[src/rtl/sd_cmd_arbiter.sv]
// sd_cmd_arbiter
//   Shares the single SD/SPI command path (CRC-prepare stage + SPI manager)
//   between NREQ requesters using round-robin arbitration. Only one command is
//   in flight at a time. The winning requester's command is issued to the
//   prepare stage as a start/start40 pulse. The arbiter then waits for the
//   manager's completion strobe and returns the R1 response byte to that
//   requester.
//
// Parameters
//   NREQ         number of requesters (2..8)
//   TIMEOUT_CYC  WAIT cycles allowed before the command is aborted
//                (only used when SDCMD_TIMEOUT_EN is defined)
//   CW           timeout counter width, 2**CW > TIMEOUT_CYC
//
// Optional feature
//   SDCMD_TIMEOUT_EN   when defined, WAIT is bounded by TIMEOUT_CYC cycles.
//                      On expiry, done pulses with resp=8'hFF and err=1.
//                      When undefined, WAIT lasts until cmd_done and err is 0.
//
// Ports
//   dclk, rst        clock, asynchronous active-high reset
//   req[NREQ]        per-requester request, held until its done pulse
//   req_cmd/arg      packed per-requester command index (6b) / argument (32b)
//   req_long         1 = long-response command (start40)
//   req_readit       1 = command is followed by a data-block read
//   gnt[NREQ]        one-hot grant, high from ISSUE through DONE
//   done[NREQ]       one-cycle completion pulse to the granted requester
//   resp, err        response byte and timeout flag, valid with done
//   start, start40   one-cycle issue pulse to the prepare stage
//   cmd, arg, readit command fields, stable from ISSUE until the next grant
//   cmd_done         manager completion strobe (sampled in WAIT only)
//   cmd_resp         manager response byte, valid with cmd_done
module sd_cmd_arbiter #(
  parameter int NREQ        = 3,
  parameter int TIMEOUT_CYC = 65535,
  parameter int CW          = 16
) (
  input  logic               dclk,
  input  logic               rst,
  input  logic [NREQ-1:0]    req,
  input  logic [6*NREQ-1:0]  req_cmd,
  input  logic [32*NREQ-1:0] req_arg,
  input  logic [NREQ-1:0]    req_long,
  input  logic [NREQ-1:0]    req_readit,
  output logic [NREQ-1:0]    gnt,
  output logic [NREQ-1:0]    done,
  output logic [7:0]         resp,
  output logic               err,
  output logic               start,
  output logic               start40,
  output logic [5:0]         cmd,
  output logic [31:0]        arg,
  output logic               readit,
  input  logic               cmd_done,
  input  logic [7:0]         cmd_resp
);

  localparam int IW = (NREQ > 1) ? $clog2(NREQ) : 1;

  typedef enum logic [1:0] {
    S_IDLE  = 2'd0,
    S_ISSUE = 2'd1,
    S_WAIT  = 2'd2,
    S_DONE  = 2'd3
  } state_t;

  state_t          state_q, state_d;
  logic [NREQ-1:0] gnt_q, gnt_d;
  logic [IW-1:0]   win_q, win_d;
  // Highest-priority requester for the next arbitration (last winner + 1).
  logic [IW-1:0]   ptr_q, ptr_d;
  logic [5:0]      cmd_q, cmd_d;
  logic [31:0]     arg_q, arg_d;
  logic            readit_q, readit_d;
  logic            long_q, long_d;
  logic [7:0]      resp_q, resp_d;
  logic            err_q, err_d;
  logic [IW-1:0]   pick;

`ifdef SDCMD_TIMEOUT_EN
  logic [CW-1:0]   tmo_q, tmo_d;
`else
  localparam int   UNUSED_CFG = TIMEOUT_CYC + CW;
`endif

  // First asserted request, scanning upward from ptr with wrap-around.
  function automatic logic [IW-1:0] rr_pick(input logic [NREQ-1:0] r,
                                            input logic [IW-1:0]   p);
    logic [IW-1:0] sel;
    logic          found;
    int            idx;
    sel   = '0;
    found = 1'b0;
    for (int k = 0; k < NREQ; k++) begin
      idx = (int'(p) + k) % NREQ;
      if (!found && r[idx]) begin
        sel   = IW'(idx);
        found = 1'b1;
      end
    end
    return sel;
  endfunction

  assign pick = rr_pick(req, ptr_q);

  always_comb begin
    state_d  = state_q;
    gnt_d    = gnt_q;
    win_d    = win_q;
    ptr_d    = ptr_q;
    cmd_d    = cmd_q;
    arg_d    = arg_q;
    readit_d = readit_q;
    long_d   = long_q;
    resp_d   = resp_q;
    err_d    = err_q;
`ifdef SDCMD_TIMEOUT_EN
    tmo_d    = tmo_q;
`endif
    case (state_q)
      S_IDLE: begin
        if (|req) begin
          win_d    = pick;
          gnt_d    = NREQ'(1) << pick;
          cmd_d    = req_cmd[6*int'(pick) +: 6];
          arg_d    = req_arg[32*int'(pick) +: 32];
          readit_d = req_readit[pick];
          long_d   = req_long[pick];
          state_d  = S_ISSUE;
        end
      end
      S_ISSUE: begin
`ifdef SDCMD_TIMEOUT_EN
        tmo_d   = '0;
`endif
        state_d = S_WAIT;
      end
      S_WAIT: begin
        // A completion in the same cycle as expiry takes precedence.
        if (cmd_done) begin
          resp_d  = cmd_resp;
          err_d   = 1'b0;
          state_d = S_DONE;
        end
`ifdef SDCMD_TIMEOUT_EN
        else if (tmo_q == CW'(TIMEOUT_CYC - 1)) begin
          resp_d  = 8'hFF;
          err_d   = 1'b1;
          state_d = S_DONE;
        end else begin
          tmo_d = tmo_q + CW'(1);
        end
`endif
      end
      S_DONE: begin
        gnt_d   = '0;
        ptr_d   = (win_q == IW'(NREQ - 1)) ? '0 : win_q + IW'(1);
        state_d = S_IDLE;
      end
      default: state_d = S_IDLE;
    endcase
  end

  always_ff @(posedge dclk or posedge rst) begin
    if (rst) begin
      state_q  <= S_IDLE;
      gnt_q    <= '0;
      win_q    <= '0;
      ptr_q    <= '0;
      cmd_q    <= '0;
      arg_q    <= '0;
      readit_q <= 1'b0;
      long_q   <= 1'b0;
      resp_q   <= '0;
      err_q    <= 1'b0;
    end else begin
      state_q  <= state_d;
      gnt_q    <= gnt_d;
      win_q    <= win_d;
      ptr_q    <= ptr_d;
      cmd_q    <= cmd_d;
      arg_q    <= arg_d;
      readit_q <= readit_d;
      long_q   <= long_d;
      resp_q   <= resp_d;
      err_q    <= err_d;
    end
  end

`ifdef SDCMD_TIMEOUT_EN
  always_ff @(posedge dclk or posedge rst) begin
    if (rst) tmo_q <= '0;
    else     tmo_q <= tmo_d;
  end
  assign err = err_q;
`else
  // err_q is never set without the timeout; the port is tied low.
  logic unused_err;
  assign unused_err = err_q;
  assign err = 1'b0;
`endif

  assign gnt     = gnt_q;
  assign done    = (state_q == S_DONE) ? gnt_q : '0;
  assign resp    = resp_q;
  assign start   = (state_q == S_ISSUE) && !long_q;
  assign start40 = (state_q == S_ISSUE) && long_q;
  assign cmd     = cmd_q;
  assign arg     = arg_q;
  assign readit  = readit_q;

endmodule

[config.mk]
export PLATFORM = sky130hd
export DESIGN_NAME = sd_cmd_arbiter
export DESIGN_NICKNAME = d
export VERILOG_FILES = /design/src/rtl/sd_cmd_arbiter.sv
export SDC_FILE = /design/constraint.sdc
export NUM_CORES = 1
export LEC_CHECK = 0
export BUFFER_PORTS_ARGS = -buffer_cell sky130_fd_sc_hd__buf_2
export CAP_MARGIN = 0
export CORE_MARGIN = 4
export CORE_UTILIZATION = 46
export CTS_CLUSTER_DIAMETER = 100
export CTS_CLUSTER_SIZE = 10
export DETAILED_ROUTE_END_ITERATION = 6
export PLACE_DENSITY = 0.81
export SYNTH_ARGS = -nofsm -noshare
export SYNTH_HDL_FRONTEND = slang
export SYNTH_SLANG_ARGS = --single-unit
[constraint.sdc]
create_clock -name dclk -period 3.04 [get_ports dclk]
set_clock_uncertainty 0.2 [all_clocks]
set_input_delay 0.152 -clock dclk [delete_from_list [all_inputs] [get_ports dclk]]
set_output_delay 0.152 -clock dclk [all_outputs]
set_load 0.02 [all_outputs]
; ---- Word level (Yosys, flattened, before mapping)
; Index checks and enable logic that the tools add are counted.
; Widths: inputs -> output; s select.
[op_classes]
addsub = 3
multipliers = 1
div_mod_pow = 3
n_lt_le_gt_ge = 4
eq_ne = 6
n_shift = 3
muxes = 25
reduce_logical = 14
[ops]
columns = op, count
row1 = $lt 32x4->1 const B, 3
row2 = $shiftx 96x8->32, 1
row3 = $mod 32x3->32 const B, 2
row4 = $mod 3x3->32 const B, 1
row5 = $shiftx 18x6->6, 1
row6 = $mux 2, 6
row7 = $bmux 1 s2, 5
row8 = $mux 1, 10
row9 = $pmux 2 s4, 1
row10 = $reduce_and 2->1, 4
row11 = $eq 2x2->1 const B, 3
row12 = $mux 3, 2
row13 = $pmux 3 s2, 1
row14 = $logic_and 1x1->1, 4
row15 = $mul 2x2->4 const A, 1
row16 = $ne 2x2->1 const B, 2
row17 = $add 2x1->3 const B, 1
row18 = $add 2x2->3 const B, 1
row19 = $logic_not 1->1, 3
row20 = $lt 2x3->1 const B, 1
row21 = $reduce_or 3->1, 1
row22 = $shl 1x2->3 const A, 1
row23 = $add 2x1->2 const B, 1
row24 = $eq 2x1->1 const B, 1
row25 = other kinds (2), 2
[word_totals]
ff_bits = 57
inputBits = 134
output_inout_bits = 56
elab_cells = 68

; ---- Logic depth before layout (Yosys ltp)
; Gate-level depths: netlist of the first run.
[depth]
ltp_word = 14
ltp_mapped = 9
depth_no_buf = 7

; ---- Worst setup path before layout of the first run
; No wires, ideal clock.
[synth_path]
kind = register to register
startpoint = register ptr_q[0]
endpoint = register arg_q[20], in the netlist arg[20]
setup_time_ns = 0.126
t_arrival_ns = 1.907
required_ns = 2.714
slack_ns = 0.806
stages_incl_launch_ff = 9
n_path_buf = 1
synth_period_minus_slack_ns = 2.234
path_cell_list = dfrtp_1 -> inv_1 -> ha_1 -> nand2_1 -> o32ai_4 -> a21oi_1 -> buf_4 -> a311oi_2 -> a21oi_1
[synth_between]
elab_chain_cells = 12
elab_cells_between_ends = 24
classes_between = add/sub (2) / div (3) / shift (1) / mux (14) / reduce/logical (4)
[synth_lines]
columns = item, line
row1 = "start, declared", 71  ; logic [IW-1:0] ptr_q, ptr_d;
row2 = "start signal, assigned", 180  ; ptr_q <= ptr_d;
row3 = branches (longest 10 deep; another with $mod 32x3->32), --
row4 = $mux 2 *, 96  ; if (!found && r[idx]) begin
row5 = $shiftx 96x8->32 *, 126  ; arg_d = req_arg[32*int'(pick) +: 32];
row6 = "end signal, assigned", 182  ; arg_q <= arg_d;
row7 = "end, declared", 73  ; logic [31:0] arg_q, arg_d;
; Mark *: on every way between the ends. The select of a mux whose other input is x is not followed.
; A chain may end at the register's enable or synchronous reset.

; ---- Final worst setup path of the first run
[layout_path]
startpoint = register ptr_q[1]
endpoint = register arg_q[5], in the netlist arg[5]
; The elaborated chain is that of the path after synthesis.

==> results of run 1 <==
[power breakdown]
part / total [W] / switching (W) / leakage [nW] / internal [W]
Combinational: 0.00434 / 0.00277 / 1.97 / 0.00157
Clock: 0.000778 / 0.000320 / 0.106 / 0.000458
Sequential: 0.00141 / 0.000252 / 0.653 / 0.00116
Total: 0.00652 / 0.00334 / 2.73 / 0.00318
[worst max-delay path, stage by stage, from the launching register on]
cell and delay, ns:
dfrtp_1 0.38, inv_1 0.08, ha_1 0.27, nor2b_1 0.27, o32ai_4 0.18, a21oi_4 0.64
buf_4 0.38, a311oi_2 0.15, a21oi_1 0.20
[through the flow]
step / hold slack, ns / power [W] / instance area [µm²]
final: 0.0149 / 0.00652 / 6300
after global routing: 0.0283 / 0.00687 / 6290
after CTS: 0.00648 / 0.00635 / 6280
after detailed placement: 0.188 / 0.00544 / 4820
after global placement: 0.181 / 0.00531 / 4820
after floorplan: 0.100 / 0.00428 / 3760
[cell usage in the layout (no fill, tap or decap), drive strengths merged, types with 4 or more instances in the layout]
| cell type | synthesis | final |
|---|---|---|
| buf | 22 | 206 |
| dlygate4sd3 | 0 | 125 |
| dfrtp | 57 | 57 |
| nor2 | 46 | 46 |
| a21oi | 45 | 45 |
| o21ai | 44 | 44 |
| o2bb2ai | 40 | 40 |
| a311oi | 40 | 40 |
| mux2 | 10 | 10 |
| clkbuf | 19 | 10 |
| ha | 9 | 9 |
| inv | 7 | 7 |
| and2 | 6 | 6 |
| nand2 | 6 | 6 |
| nor2b | 5 | 5 |
| diode | 0 | 4 |
[worst min-delay path by stage]
stage / to / cells after the start / from
finish: arg[19] / 4 / req_arg[83]
global route: arg[2] / 4 / req_arg[66]
CTS: arg[18] / 4 / req_arg[82]
detailed placement: resp[4] / 2 / rst
global placement: resp[7] / 2 / rst
floorplan: arg[2] / 2 / req_arg[2]
[synthesized netlist by cell type (2+ instances only)]
library cell,instances,area [µm²]
buf_1,3,11.3
clkbuf_1,19,71.3
and2_1,6,37.5
dfrtp_1,57,1430
a21oi_1,44,220
ha_1,9,113
inv_1,7,26.3
nor2_1,46,173
o22ai_1,2,12.5
nand2b_1,3,18.8
nand2_1,6,22.5
a311oi_2,39,586
mux2_2,9,101
nor3_1,2,10.0
buf_6,7,78.8
nor2b_1,5,31.3
o21ai_1,3,15.0
buf_2,6,30.0
o2bb2ai_1,40,350
buf_4,6,45.0
o21ai_0,41,205
[flip-flops by register name, indices dropped and copies added (netlist names)]
signal / flops
cmd: 6
ptr_q: 2
long_q: 1
state_q: 2
readit: 1
arg: 32
gnt: 3
win_q: 2
resp: 8
[timing repair]
item	4_1_cts	5_1_grt
hold buffers	125	0
hold endpoints to repair	88	0
setup endpoints to repair	0	2
resized for setup	0	1
[final cells by class]
type                    instances  area, µm²
clock inverters                 6       82.6
flip-flops and latches         57       1430
inverters                       7       26.3
well taps                     102        128
clock buffers                  10        128
fillers                       459       1550
diodes                          4       10.0
repair buffers                331       2380
multi-input cells             273       2120
[per-layer routing]
metal  vias to the layer above  share of wire (%)  global-route usage, %
met3                       102                7.9                   6.86
met2                       356                 51                   56.3
met5                         -                  0                      0
li1                       2044                  -                      -
met1                      2290                 34                   35.7
met4                         0                7.0                   20.4
[logic make-up after synthesis]
logic type,count (synthesis)
adders and majority gates,9
and+or+nand+nor,71
muxes,11
AOI/OAI and AO/OA,181
other,1
DFF,57
buffers and inverters,48
==> results.md, run 1 <==
- Status: finished clean
- Max cap viols: 0
- Post-synth EDFFs: 0
- Worst setup margin: approximately 0.19 ns
- F_max: roughly 0.35 GHz
- GR Overflow Total: 0
- Final setup vio count: 0
- Skew-Pair Late Insertion Delay: roughly 0.33 ns
- Synth-to-layout area growth: 67.5%
- Critical Path Sink Type: flop
- Via count: between 4000 and 5000
- CTS max path bufs: 2
- Adder-cell area share of the yosys netlist: under 10%
- Min Tclk post-route: approximately 2.9 ns
- TritonCTS clock tree: done
- Synth cell types: 39
- Die X: approximately 98 µm
- Final Max Tran Viols: 0
- Final critical-path share of the clock period: ~94%
- Worst Path Required: ~3.1 ns
- Core Footprint: about 7800 µm²
- Num CTS Buffers: 9
- Pre-antenna DRT Iters: 5
- Clk slew on worst S/H paths: around 0.07 ns
- Final Hold Vio Count: 0
- Chip Height: about 100 µm
- Worst reg2reg path startpoint: ptr_q[1]
- Finished Layout Cells: roughly 800
- Ys flop type: dfrtp_1
- Syn Nets: roughly 520
- Initial DRC Count: ~300
- WL final: 16200 µm
- Syn Area/Cell: about 9.9 µm²
- Synthesized area: 3760 µm²
- Critical path class: reg2reg
- Routed WL per cell: approximately 20 µm
- Synth Area in Compound Gates: 40.3%
- Worst Setup SP: ptr_q[1]
- Slew @ Worst Pin: between 0.8 and 0.9 ns
- Power density cells: 1040 nW/µm²
- Num ports: 190
- Post-Syn Instances: about 380
- Sequential share of the synthesized area: a little under two fifths
- Worst-path maximum fanout: 18
- Max IR drop VDD: 0.000592 V
- R2R Setup Slk: 0.19 ns
- Total global-route track usage: 32.3%
- Post-DP HPWL: approximately 8300 µm
- Starting Density: 47.9%
- Simple-gate area share of the yosys netlist: about 8.4%
- CTS sink cnt: 57
- R2r worst-path depth: 8
- DP Worst Slack: around 0.25 ns
- Row cnt: 32
- Antenna-violating nets left: 0
- RSZ-0062 raised after global routing: no
- Min-delay worst type: in2reg
- Flops & latches, synth: 57
- Via-to-Cell Ratio: 6.07
- Vias in the first global route: around 4900
- Placed cell count: 645
- Residual DRC: 0
- Sum of negative setup slack: 0 ns
- Startpoint types: flop
- Largest net degree at the start of global routing: between 40 and 50
- H-tree depth: 3
- Largest family of logic cells by synthesized area: compound AO/OA/AOI/OAI gates
- Clk root buf: clkbuf_8
- Worst flop-to-flop path endpoint: arg[5]
- Number of nets in the layout: 822
- Global-route wire length before repair: around 25000 µm
- Crit path capture: arg[5]
- Multiplexer share of the synthesized area: roughly 3.4%
- Synth async-reset ratio: 100%
- Post-CTS Setup Bufs: 0
- Share of cells above drive strength 1: approximately two fifths
- XOR/XNOR share of the synthesized area: 0%
- Port Buf Inserts: between 150 and 200
- RePlAce Congestion: roughly 0.86
- P_leak: ~2.7 nW
- Critical Path AT: just under 3 ns
- Synth Warn #: 0
- Post-layout util: 80.2%
- Initial antenna violation count: 2
- Slew margin rel.: a little over two fifths
- Die area: 9680 µm²
(Power assumes the default switching activity.)
==> run 2, diff against run 1 <==
--- a/config.mk
+++ b/config.mk
@@ -9,7 +9,7 @@
 export CAP_MARGIN = 0
 export CORE_MARGIN = 4
 export CORE_UTILIZATION = 46
-export CTS_CLUSTER_DIAMETER = 100
+export CTS_CLUSTER_DIAMETER = 30
 export CTS_CLUSTER_SIZE = 10
 export DETAILED_ROUTE_END_ITERATION = 6
 export PLACE_DENSITY = 0.81
==> constraint.sdc (replaced) <==
create_clock -name dclk -period 3.2 [get_ports dclk]
set_clock_uncertainty 0.2 [all_clocks]
set_input_delay 0.16 -clock dclk [delete_from_list [all_inputs] [get_ports dclk]]
set_output_delay 0.16 -clock dclk [all_outputs]
set_load 0.02 [all_outputs]
==> results.md, run 2 (synthesized netlist as in run 1, its figures left out) <==
- Die X: 98.4 µm (unchanged)
- Total chip power: 0.00645 W (-1.2%)
- CTS max path bufs: 2 (unchanged)
- Slowest CP cell: dlygate4sd3_1
- Min-delay worst type: in2reg
- Clk slew on worst S/H paths: 0.07 ns (about the same)
- H-tree depth: 3 (unchanged)
- Pre-antenna DRT Iters: 5 (unchanged)
- Commonest cells after routing, fill and taps aside: buf_2 (188), dlygate4sd3_1 (96), dfrtp_1 (57), nor2_1 (46), a21oi_1 (43)
- Global-route wire length before repair: 23100 µm (-7.5%)
- Switching Power: 0.00319 W (-4.6%)
- Placed instance area: 4760 µm² (-1.1%)
- Min Tclk post-route: 3.16 ns (+0.309 ns)
- Worst-path maximum fanout: 10 (-8)
- Vias in the first global route: 4779 (-2.9%)
- DP Worst Slack: 0.329 ns (+0.0752 ns)
- Core Footprint: 7850 µm² (unchanged)
- Final setup vio count: 0 (unchanged)
- Total global-route track usage: 29.2% (-3.2 points)
- Die area: 9680 µm² (unchanged)
- CP delay by family, top: compound AO/OA/AOI/OAI gates
- Initial DRC Count: 257 (-14%)
- Slew margin rel.: 37.2% (-5.4 points)
- Antenna-violating nets left: 0 (unchanged)
- Power density cells: 1070 nW/µm² (+3.1%)
- Gate power share: 68.0% (+1.5 points)
- Max IR drop VDD: 0.000624 V (+5.4%)
- Number of nets in the layout: 797 (-3.0%)
- RePlAce Congestion: 0.834 (-3.1%)
- Hold WS: -0.0114 ns (-0.0262 ns)
- Failing checks: hold timing
- P_leak: 2.61 nW (-4.2%)
- Share of cells above drive strength 1: 43.4% (+2.6 points)
- CP Cell Sequence: inv_1 -> ha_2 -> a21oi_1 -> nand2_1 -> a211o_4 -> buf_4 -> a311oi_2 -> a21oi_1 -> dlygate4sd3_1
- Routed WL per cell: 19.1 µm (-6.7%)
- Max cap viols: 0 (unchanged)
- Worst setup margin: 0.0391 ns (-0.149 ns)
- WL final: 14500 µm (-10%)
- Switch share: 49.5% (-1.8 points)
- Critical path class: reg2reg
- Internal: 0.00326 W (+2.5%)
- Sum of negative setup slack: 0 ns (unchanged)
- Row cnt: 32 (unchanged)
- Synth-to-layout area growth: 60.6%
- Status: complete, but fails checks
- Residual DRC: 0 (unchanged)
- CTS sink cnt: 57 (unchanged)
- Sequential power share: 20.5% (-1.1 points)
- Slew @ Worst Pin: 0.940 ns (+0.0809 ns)
- Max stage delay on crit path: 0.57 ns (-0.07 ns)
- Port Buf Inserts: 188 (unchanged)
- Startpoint types: flop
- Via count: 4414 (-7.9%)
- Chip Height: 98.4 µm (unchanged)
- Num ports: 190 (unchanged)
- GR Overflow Total: 0 (unchanged)
- F_max: 0.316 GHz (-9.8%)
- Critical Path AT: 3.17 ns (+0.27 ns)
- Final Max Tran Viols: 0 (unchanged)
- Commonest non-fill, non-tap cell in the layout: buf_2
- Worst path bufs/invs: 3 (+1)
- Worst Path Required: 3.21 ns (+0.13 ns)
- TritonCTS clock tree: done
- Final critical-path share of the clock period: 98.8% (+5.0 points)
- Num CTS Buffers: 9 (unchanged)
- Clk root buf: clkbuf_8
- Final Cell Area: 6040 µm² (-4.1%)
- Skew-Pair Late Insertion Delay: 0.33 ns (about the same)
- Via-to-Cell Ratio: 5.79 (-4.5%)
- Starting Density: 47.9% (unchanged)
- Largest net degree at the start of global routing: 51 (+21%)
- Initial antenna violation count: 1 (-1)
- Max reg flops: 32 (unchanged)
- Most used cell, CP: a21oi_1
- Post-DP HPWL: 8320 µm (about the same)
- Clock power frac: 11.5% (-0.4 points)
- Critical Path Sink Type: flop
- Final Hold Vio Count: 1 (+1)
[run 2: changes by cell type in the layout (fill, tap and decap cells not counted), sizes merged]
| cell | change |
|---|---|
| buf | +4 |
| diode | -3 |
| dlygate4sd3 | -29 |
[run 2: final cells by class]
| cell class | count | area [µm²] |
|---|---|---|
| tap | 102 | 128 |
| fill | 499 | 1810 |
| clock inverter | 6 | 82.6 |
| sequential | 57 | 1430 |
| antenna | 1 | 2.50 |
| inverter | 7 | 26.3 |
| timing repair buffer | 306 | 2110 |
| multi-input combinational | 273 | 2130 |
| clock buffer | 10 | 128 |
[run 2: per-layer routing]
layer,vias up,part of all wire (%),routed length (µm),GRT usage [%]
met5,-,0,0,0
met4,0,3.7,539,12.7
met3,52,8.1,1170,6.86
met2,258,52,7500,51.1
met1,2122,37,5330,33.9
li1,1982,-,-,-
[run 2: worst reg2reg max path, cell delays in order, from the launching register on]
cell and delay [ns]:
dfrtp_1 0.41, inv_1 0.12, ha_2 0.34, a21oi_1 0.19
nand2_1 0.18, a211o_4 0.47, buf_4 0.22, a311oi_2 0.25
a21oi_1 0.10, dlygate4sd3_1 0.57
[run 2: what timing repair did]
action,4_1_cts,5_1_grt
gates resized for setup,0,8
endpoints found under the hold margin,91,0
endpoints found under the setup margin,0,14
buffers inserted,0,8
hold buffers,96,0
[run 2: power by group through the flow]
stage	Clock [W]	Combinational, W	Sequential (W)
5_1_grt	0.000781	0.00472	0.00136
4_1_cts	0.000743	0.00406	0.00131
6_report	0.000739	0.00439	0.00132
3_3_place_gp	0	0.00365	0.00130
3_5_place_dp	0	0.00375	0.00131
2_1_floorplan	0	0.00239	0.00167
[run 2: final timing paths]
kind	depth (start not counted)	slack, ns	endpoint	startpoint
min in group asynchronous	3	0.40	resp[7]	rst
max in group asynchronous	4	1.64	cmd[5]	rst
max reg2reg	9	0.04	arg[22]	ptr_q[0]
max	9	0.04	arg[22]	ptr_q[0]
min	4	-0.01	cmd[1]	req_cmd[13]
min reg2reg	1	0.30	resp[0]	resp[0]
[run 2: per-stage QoR]
| step | instances | hold slack [ns] | utilization [%] |
|---|---|---|---|
| floorplan | 378 | 0.108 | - |
| global placement | 641 | 0.195 | 60.7 |
| detailed placement | 641 | 0.202 | 60.7 |
| CTS | 753 | 0.00245 | 75.6 |
| global route | 762 | 0.0107 | 76.9 |
| finish | 762 | -0.0114 | 76.9 |
